[src/rtl/eeprom_sched_pkg.sv]
// Shared types and defaults for the EEPROM read/write scheduler.
// State and grant encodings plus timing constants.
package eeprom_sched_pkg;

    typedef enum logic [1:0] {
        ST_IDLE    = 2'd0,
        ST_ISSUE   = 2'd1,
        ST_BUSY    = 2'd2,
        ST_WR_WAIT = 2'd3
    } state_t;

    typedef enum logic {
        GNT_WR = 1'b0,
        GNT_RD = 1'b1
    } gnt_t;

    localparam int TWR_DEFAULT     = 250_000;
    localparam int TIMEOUT_DEFAULT = 20_000;

    function automatic int max2(input int a, input int b);
        return (a > b) ? a : b;
    endfunction

endpackage

[src/rtl/eeprom_rw_sched_rr_arb2.sv]
// Two-requester round-robin arbiter (write vs read).
// Grant is combinational; last grant is registered on every grant.
module rr_arb2
    import eeprom_sched_pkg::*;
(
    input  logic sys_clk,
    input  logic sys_rst_n,
    input  logic i_en,
    input  logic i_req_wr,
    input  logic i_req_rd,
    output logic o_gnt_wr,
    output logic o_gnt_rd
);

    gnt_t r_last;

    // Grant the lone requester, or the one not served last on contention
    always_comb begin
        o_gnt_wr = i_en & i_req_wr & (~i_req_rd | (r_last == GNT_RD));
        o_gnt_rd = i_en & i_req_rd & (~i_req_wr | (r_last == GNT_WR));
    end

    // Remember who was served; reset value lets write win first
    always_ff @(posedge sys_clk or negedge sys_rst_n) begin
        if (!sys_rst_n) begin
            r_last <= GNT_RD;
        end else if (o_gnt_wr) begin
            r_last <= GNT_WR;
        end else if (o_gnt_rd) begin
            r_last <= GNT_RD;
        end
    end

endmodule

[src/rtl/eeprom_rw_sched.sv]
// EEPROM transaction scheduler in front of the I2C byte controller.
// Arbitrates write/read requests, enforces tWR and a completion watchdog.
module eeprom_rw_sched
    import eeprom_sched_pkg::*;
#(
    parameter logic ADDR_NUM       = 1'b1,
    parameter int   TWR_CYCLES     = TWR_DEFAULT,
    parameter int   TIMEOUT_CYCLES = TIMEOUT_DEFAULT
) (
    input  logic        sys_clk,
    input  logic        sys_rst_n,
    input  logic        wr_req_valid,
    output logic        wr_req_ready,
    input  logic [15:0] wr_req_addr,
    input  logic [7:0]  wr_req_data,
    input  logic        rd_req_valid,
    output logic        rd_req_ready,
    input  logic [15:0] rd_req_addr,
    output logic        rd_rsp_valid,
    output logic [7:0]  rd_rsp_data,
    output logic        busy,
    output logic        err_timeout,
    input  logic        err_clr,
    output logic        i2c_start,
    output logic        wr_en,
    output logic        rd_en,
    output logic        addr_num,
    output logic [15:0] byte_addr,
    output logic [7:0]  wr_data,
    input  logic        i2c_end,
    input  logic [7:0]  rd_data
);

    localparam int CNT_MAX = max2(TWR_CYCLES, TIMEOUT_CYCLES);
    localparam int CNT_W   = $clog2(CNT_MAX + 1);
    localparam logic [CNT_W-1:0] TWR_LAST = CNT_W'(TWR_CYCLES - 1);
    localparam logic [CNT_W-1:0] TO_LAST  = CNT_W'(TIMEOUT_CYCLES - 1);

    state_t           r_state;
    logic [CNT_W-1:0] r_cnt;
    logic             r_i2c_start;
    logic             r_wr_en;
    logic             r_rd_en;
    logic [15:0]      r_byte_addr;
    logic [7:0]       r_wr_data;
    logic             r_rsp_valid;
    logic [7:0]       r_rsp_data;
    logic             r_err;
    logic             w_gnt_wr;
    logic             w_gnt_rd;
    logic             w_idle;

    assign w_idle = (r_state == ST_IDLE);

    rr_arb2 u_arb (
        .sys_clk   (sys_clk),
        .sys_rst_n (sys_rst_n),
        .i_en      (w_idle),
        .i_req_wr  (wr_req_valid),
        .i_req_rd  (rd_req_valid),
        .o_gnt_wr  (w_gnt_wr),
        .o_gnt_rd  (w_gnt_rd)
    );

    assign wr_req_ready = w_gnt_wr;
    assign rd_req_ready = w_gnt_rd;
    assign rd_rsp_valid = r_rsp_valid;
    assign rd_rsp_data  = r_rsp_data;
    assign busy         = ~w_idle;
    assign err_timeout  = r_err;
    assign i2c_start    = r_i2c_start;
    assign wr_en        = r_wr_en;
    assign rd_en        = r_rd_en;
    assign addr_num     = ADDR_NUM;
    assign byte_addr    = r_byte_addr;
    assign wr_data      = r_wr_data;

    // Transaction FSM with shared cycle counter and registered outputs
    always_ff @(posedge sys_clk or negedge sys_rst_n) begin
        if (!sys_rst_n) begin
            r_state     <= ST_IDLE;
            r_cnt       <= '0;
            r_i2c_start <= 1'b0;
            r_wr_en     <= 1'b0;
            r_rd_en     <= 1'b0;
            r_byte_addr <= '0;
            r_wr_data   <= '0;
            r_rsp_valid <= 1'b0;
            r_rsp_data  <= '0;
            r_err       <= 1'b0;
        end else begin
            r_i2c_start <= 1'b0;
            r_rsp_valid <= 1'b0;
            if (err_clr) begin
                r_err <= 1'b0;
            end
            unique case (r_state)
                ST_IDLE: begin
                    if (w_gnt_wr) begin
                        r_byte_addr <= wr_req_addr;
                        r_wr_data   <= wr_req_data;
                        r_wr_en     <= 1'b1;
                        r_i2c_start <= 1'b1;
                        r_cnt       <= '0;
                        r_state     <= ST_ISSUE;
                    end else if (w_gnt_rd) begin
                        r_byte_addr <= rd_req_addr;
                        r_rd_en     <= 1'b1;
                        r_i2c_start <= 1'b1;
                        r_cnt       <= '0;
                        r_state     <= ST_ISSUE;
                    end
                end
                ST_ISSUE: begin
                    r_cnt   <= '0;
                    r_state <= ST_BUSY;
                end
                ST_BUSY: begin
                    if (i2c_end) begin
                        r_wr_en <= 1'b0;
                        r_rd_en <= 1'b0;
                        r_cnt   <= '0;
                        if (r_rd_en) begin
                            r_rsp_data  <= rd_data;
                            r_rsp_valid <= 1'b1;
                            r_state     <= ST_IDLE;
                        end else begin
                            r_state <= ST_WR_WAIT;
                        end
                    end else if (r_cnt == TO_LAST) begin
                        // quiet period doubles as bus recovery
                        r_err   <= 1'b1;
                        r_wr_en <= 1'b0;
                        r_rd_en <= 1'b0;
                        r_cnt   <= '0;
                        r_state <= ST_WR_WAIT;
                    end else begin
                        r_cnt <= r_cnt + CNT_W'(1);
                    end
                end
                ST_WR_WAIT: begin
                    if (r_cnt == TWR_LAST) begin
                        r_cnt   <= '0;
                        r_state <= ST_IDLE;
                    end else begin
                        r_cnt <= r_cnt + CNT_W'(1);
                    end
                end
                default: begin
                    r_state <= ST_IDLE;
                end
            endcase
        end
    end

endmodule
[config.mk]
export PLATFORM = sky130hd
export DESIGN_NAME = eeprom_rw_sched
export DESIGN_NICKNAME = d
export VERILOG_FILES = /design/src/rtl/eeprom_sched_pkg.sv /design/src/rtl/eeprom_rw_sched_rr_arb2.sv /design/src/rtl/eeprom_rw_sched.sv
export SDC_FILE = /design/constraint.sdc
export NUM_CORES = 1
export LEC_CHECK = 0
export BUFFER_PORTS_ARGS = -buffer_cell sky130_fd_sc_hd__buf_2
export CAP_MARGIN = 20
export CORE_ASPECT_RATIO = 0.8
export CORE_MARGIN = 4
export CORE_UTILIZATION = 30
export CTS_CLUSTER_SIZE = 20
export DETAILED_ROUTE_END_ITERATION = 8
export SETUP_SLACK_MARGIN = 0.02
export SLEW_MARGIN = 20
export SYNTH_ARGS = -nofsm -noshare
export SYNTH_HDL_FRONTEND = slang
export SYNTH_SLANG_ARGS = --single-unit
[constraint.sdc]
create_clock -name sys_clk -period 5.18 [get_ports sys_clk]
set_input_delay 0.259 -clock sys_clk [delete_from_list [all_inputs] [get_ports sys_clk]]
set_output_delay 0.259 -clock sys_clk [all_outputs]
set_load 0.01 [all_outputs]
==> impl_metrics.yaml <==
status:
  status: "complete, no violations"
timing:
  max_freq_ghz: 0.4719
  finalWorstSetupSlack_ns: 3.061
  slew_headroom_pct: 50.48
  period_share_pct: 40.91
  finalMaxSlewViolations: 0
  finalClockSkew_ns: 0.007843
  setup-violations-final: 0
  final_period_minus_worst_setup_slack_ns: 2.119
  setup_tns_ns: 0
  hold_viol: 0
  rsz0062_at_grt: "no"
  worst_slew_pin_slew_ns: 0.7428
synth:
  post-synth-top-area-cell: "dfrtp_1"
  synth_compound_gate_area_share_pct: 12.57
  syn-num-nets: 350
  synth_top_family_by_area: "simple AND/OR/NAND/NOR gates"
  ys.flop_type: "dfrtp_1"
  yosysTopAreaCellShare_pct: 49.91
  synthTopCellsByCount: "nand2_1 (79), dfrtp_1 (57), mux2i_1 (16)"
  yosys_warnings: 0
  ys_seq_area_share_pct: 50.83
  synth_area_leaders: "dfrtp_1 (50%), nand2_1 (10%), mux2i_1 (5.6%)"
  ys_types: 52
  synth-edff-count: 0
  synth-simple-area-share_pct: 23.20
  synth_area_um2: 2858
  syn_area_per_cell_um2: 9.687
  synth_mux_area_share_pct: 8.757
  synth.most_common_cell: "nand2_1"
  synthArstFlopShare_pct: 100.0
  synth-seq-cells: 58
  syn_inst: 295
  synth_xor_area_share_pct: 1.226
  synth_fa_ha_area_share_pct: 0.4378
floorplanning:
  die-height_um: 95.30
  ios: 95
  core_area_um2: 9154
  die_w_um: 117.1
  fp.dieArea_um2: 11160
  row_count: 31
  initial_core_util_pct: 31.22
final_layout:
  final_cells: 509
  final_cell_area_um2: 3750
  area_growth_pct: 31.22
  nFillCells: 903
  drive_above_1_share_pct: 34.52
  diodes: 0
  num-nets-final: 444
detailed_routing:
  finalWirelength_um: 7032
  drc_errors: 0
  vias_per_cell: 4.841
  ant_nets: 0
  vias: 2464
  wl_per_cell_um: 13.82
  dr.pass1.iters: 4
  dr.first_iter.drc_count: 84
place:
  dp_slack_ns: 3.128
  place_congestion: 0.8701
  dpl_cell_area_um2: 3431
  hpwl_um: 5165
  place_inst: 493
  port-buffer-count: 93
global_route:
  grt_overflow: 0
  grt_use_total_pct: 13.17
  grt_pass1_vias: 2368
  grt_max_degree: 59
  antenna_found_initial: 0
  grt_pass1_wl_um: 11360
worst_setup_path:
  r2r_cells: 6
  cp-start-kind: "flip-flop"
  endpoint: "wr_req_ready"
  r2r_end: "r_cnt[8]"
  worstReg2RegStart: "r_cnt[0]"
  endpoint_kind: "output pin"
  critPathMaxFanout: 25
  crit_path_start: "r_state[0]"
  worstSetupPathType: "reg -> out"
  reg2reg_slack_ns: 3.15
  required_ns: 4.92
  arrival_ns: 1.86
cts:
  cts_made_buffers: 9
  clkLatencyLatePin_ns: 0.33
  clk_pin_slew_worst_paths_ns: 0.05
  cts_root_buffer: "clkbuf_16"
  cts_tree: "built"
  htreeDepth: 3
  postCtsSetupBuffers: 0
  cts.sinks: 58
  cts_hold_buf: 0
  cts.repair.resized: 0
  clock_path_buffers: 2
power:
  vdd_drop_max_uv: 232.3
  p_leak_nw: 1.950
  p_per_area_nw_per_um2: 504.6
job:
  cap_violations: 0
min_path:
  hold_class: "in -> async"
==> flip-flops by register name (all words and copies together) (netlist names) <==
register / flops
r_cnt: 18
byte_addr: 16
rd_rsp_data: 8
wr_data: 8
r_state: 2
err_timeout: 1
i2c_start: 1
rd_en: 1
rd_rsp_valid: 1
u_arb.r_last: 1
wr_en: 1
==> critical path, stage by stage, from the launching register on <==
cell and delay [ns]:
dfrtp_1 0.41, nor2_2 0.11, nand3_1 0.09, buf_4 0.34, clkinv_1 0.34, buf_2 0.24
==> cells in the final DEF, fill, tap and decap left out, drive strengths merged, types with 3 or more instances in the layout <==
cell type  count
a31oi          3
and2           4
and3           4
buf           95
clkbuf        11
clkinv         4
dfrtp         57
inv            6
mux2           8
mux2i         16
nand2         79
nand2b         3
nand3          7
nand4          5
nor2          10
nor2b          4
nor3           5
nor4           5
o211ai         3
o21a           3
o21ai         25
o22ai         10
xnor2          3
==> worst min-delay path by stage <==
stage / start / endpoint / slack (ns) / cells after the start
floorplan: sys_rst_n / byte_addr[0] / -0.04 / 0
global placement: err_clr / err_timeout / 0.45 / 2
detailed placement: err_clr / err_timeout / 0.45 / 2
CTS: err_clr / err_timeout / 0.09 / 2
global route: wr_req_data[7] / wr_data[7] / 0.11 / 3
finish: sys_rst_n / r_cnt[0] / 0.09 / 2
==> power breakdown <==
part	internal (W)	switching (W)	leakage [nW]
Clock	0.000395	0.000202	0.151
Sequential	0.000608	0.0000900	0.746
Combinational	0.000249	0.000349	1.05
Total	0.00125	0.000641	1.95
==> layer usage <==
| layer | wire length (µm) | GRT usage (%) |
|---|---|---|
| met5 | 0 | 0 |
| met1 | 3212 | 17.25 |
| met3 | 300 | 4.505 |
| met4 | 197 | 6.781 |
| met2 | 3321 | 19.22 |
==> logic make-up after synthesis <==
family,Yosys count
and+or+nand+nor,134
muxes,24
other,1
xor gates and xnor gates,4
adders and majority gates,1
DFF,58
AOI/OAI and AO/OA,54
buffers and inverters,19
==> final cells by class <==
cell class | instances | area, µm² | share of cell area (%)
Inverter | 7 | 26.28 | 0.7007
Multi-Input combinational cell | 218 | 1341 | 35.77
Timing Repair Buffer | 95 | 480.5 | 12.81
Tap cell | 115 | 143.9 | 3.837
Clock inverter | 5 | 52.55 | 1.401
Clock buffer | 11 | 252.7 | 6.740
Sequential cell | 58 | 1453 | 38.74
==> per-stage QoR <==
step           hold slack, ns  total power (W)  utilization, %
3_5_place_dp           0.4470         0.001303           37.48
2_1_floorplan        -0.03659         0.001059               -
3_3_place_gp           0.4459         0.001289           37.48
4_1_cts               0.09493         0.001913           40.81
5_1_grt                0.1086         0.002014           40.97
6_report              0.09019         0.001892           40.97
Power figures use the tool's default switching activity.
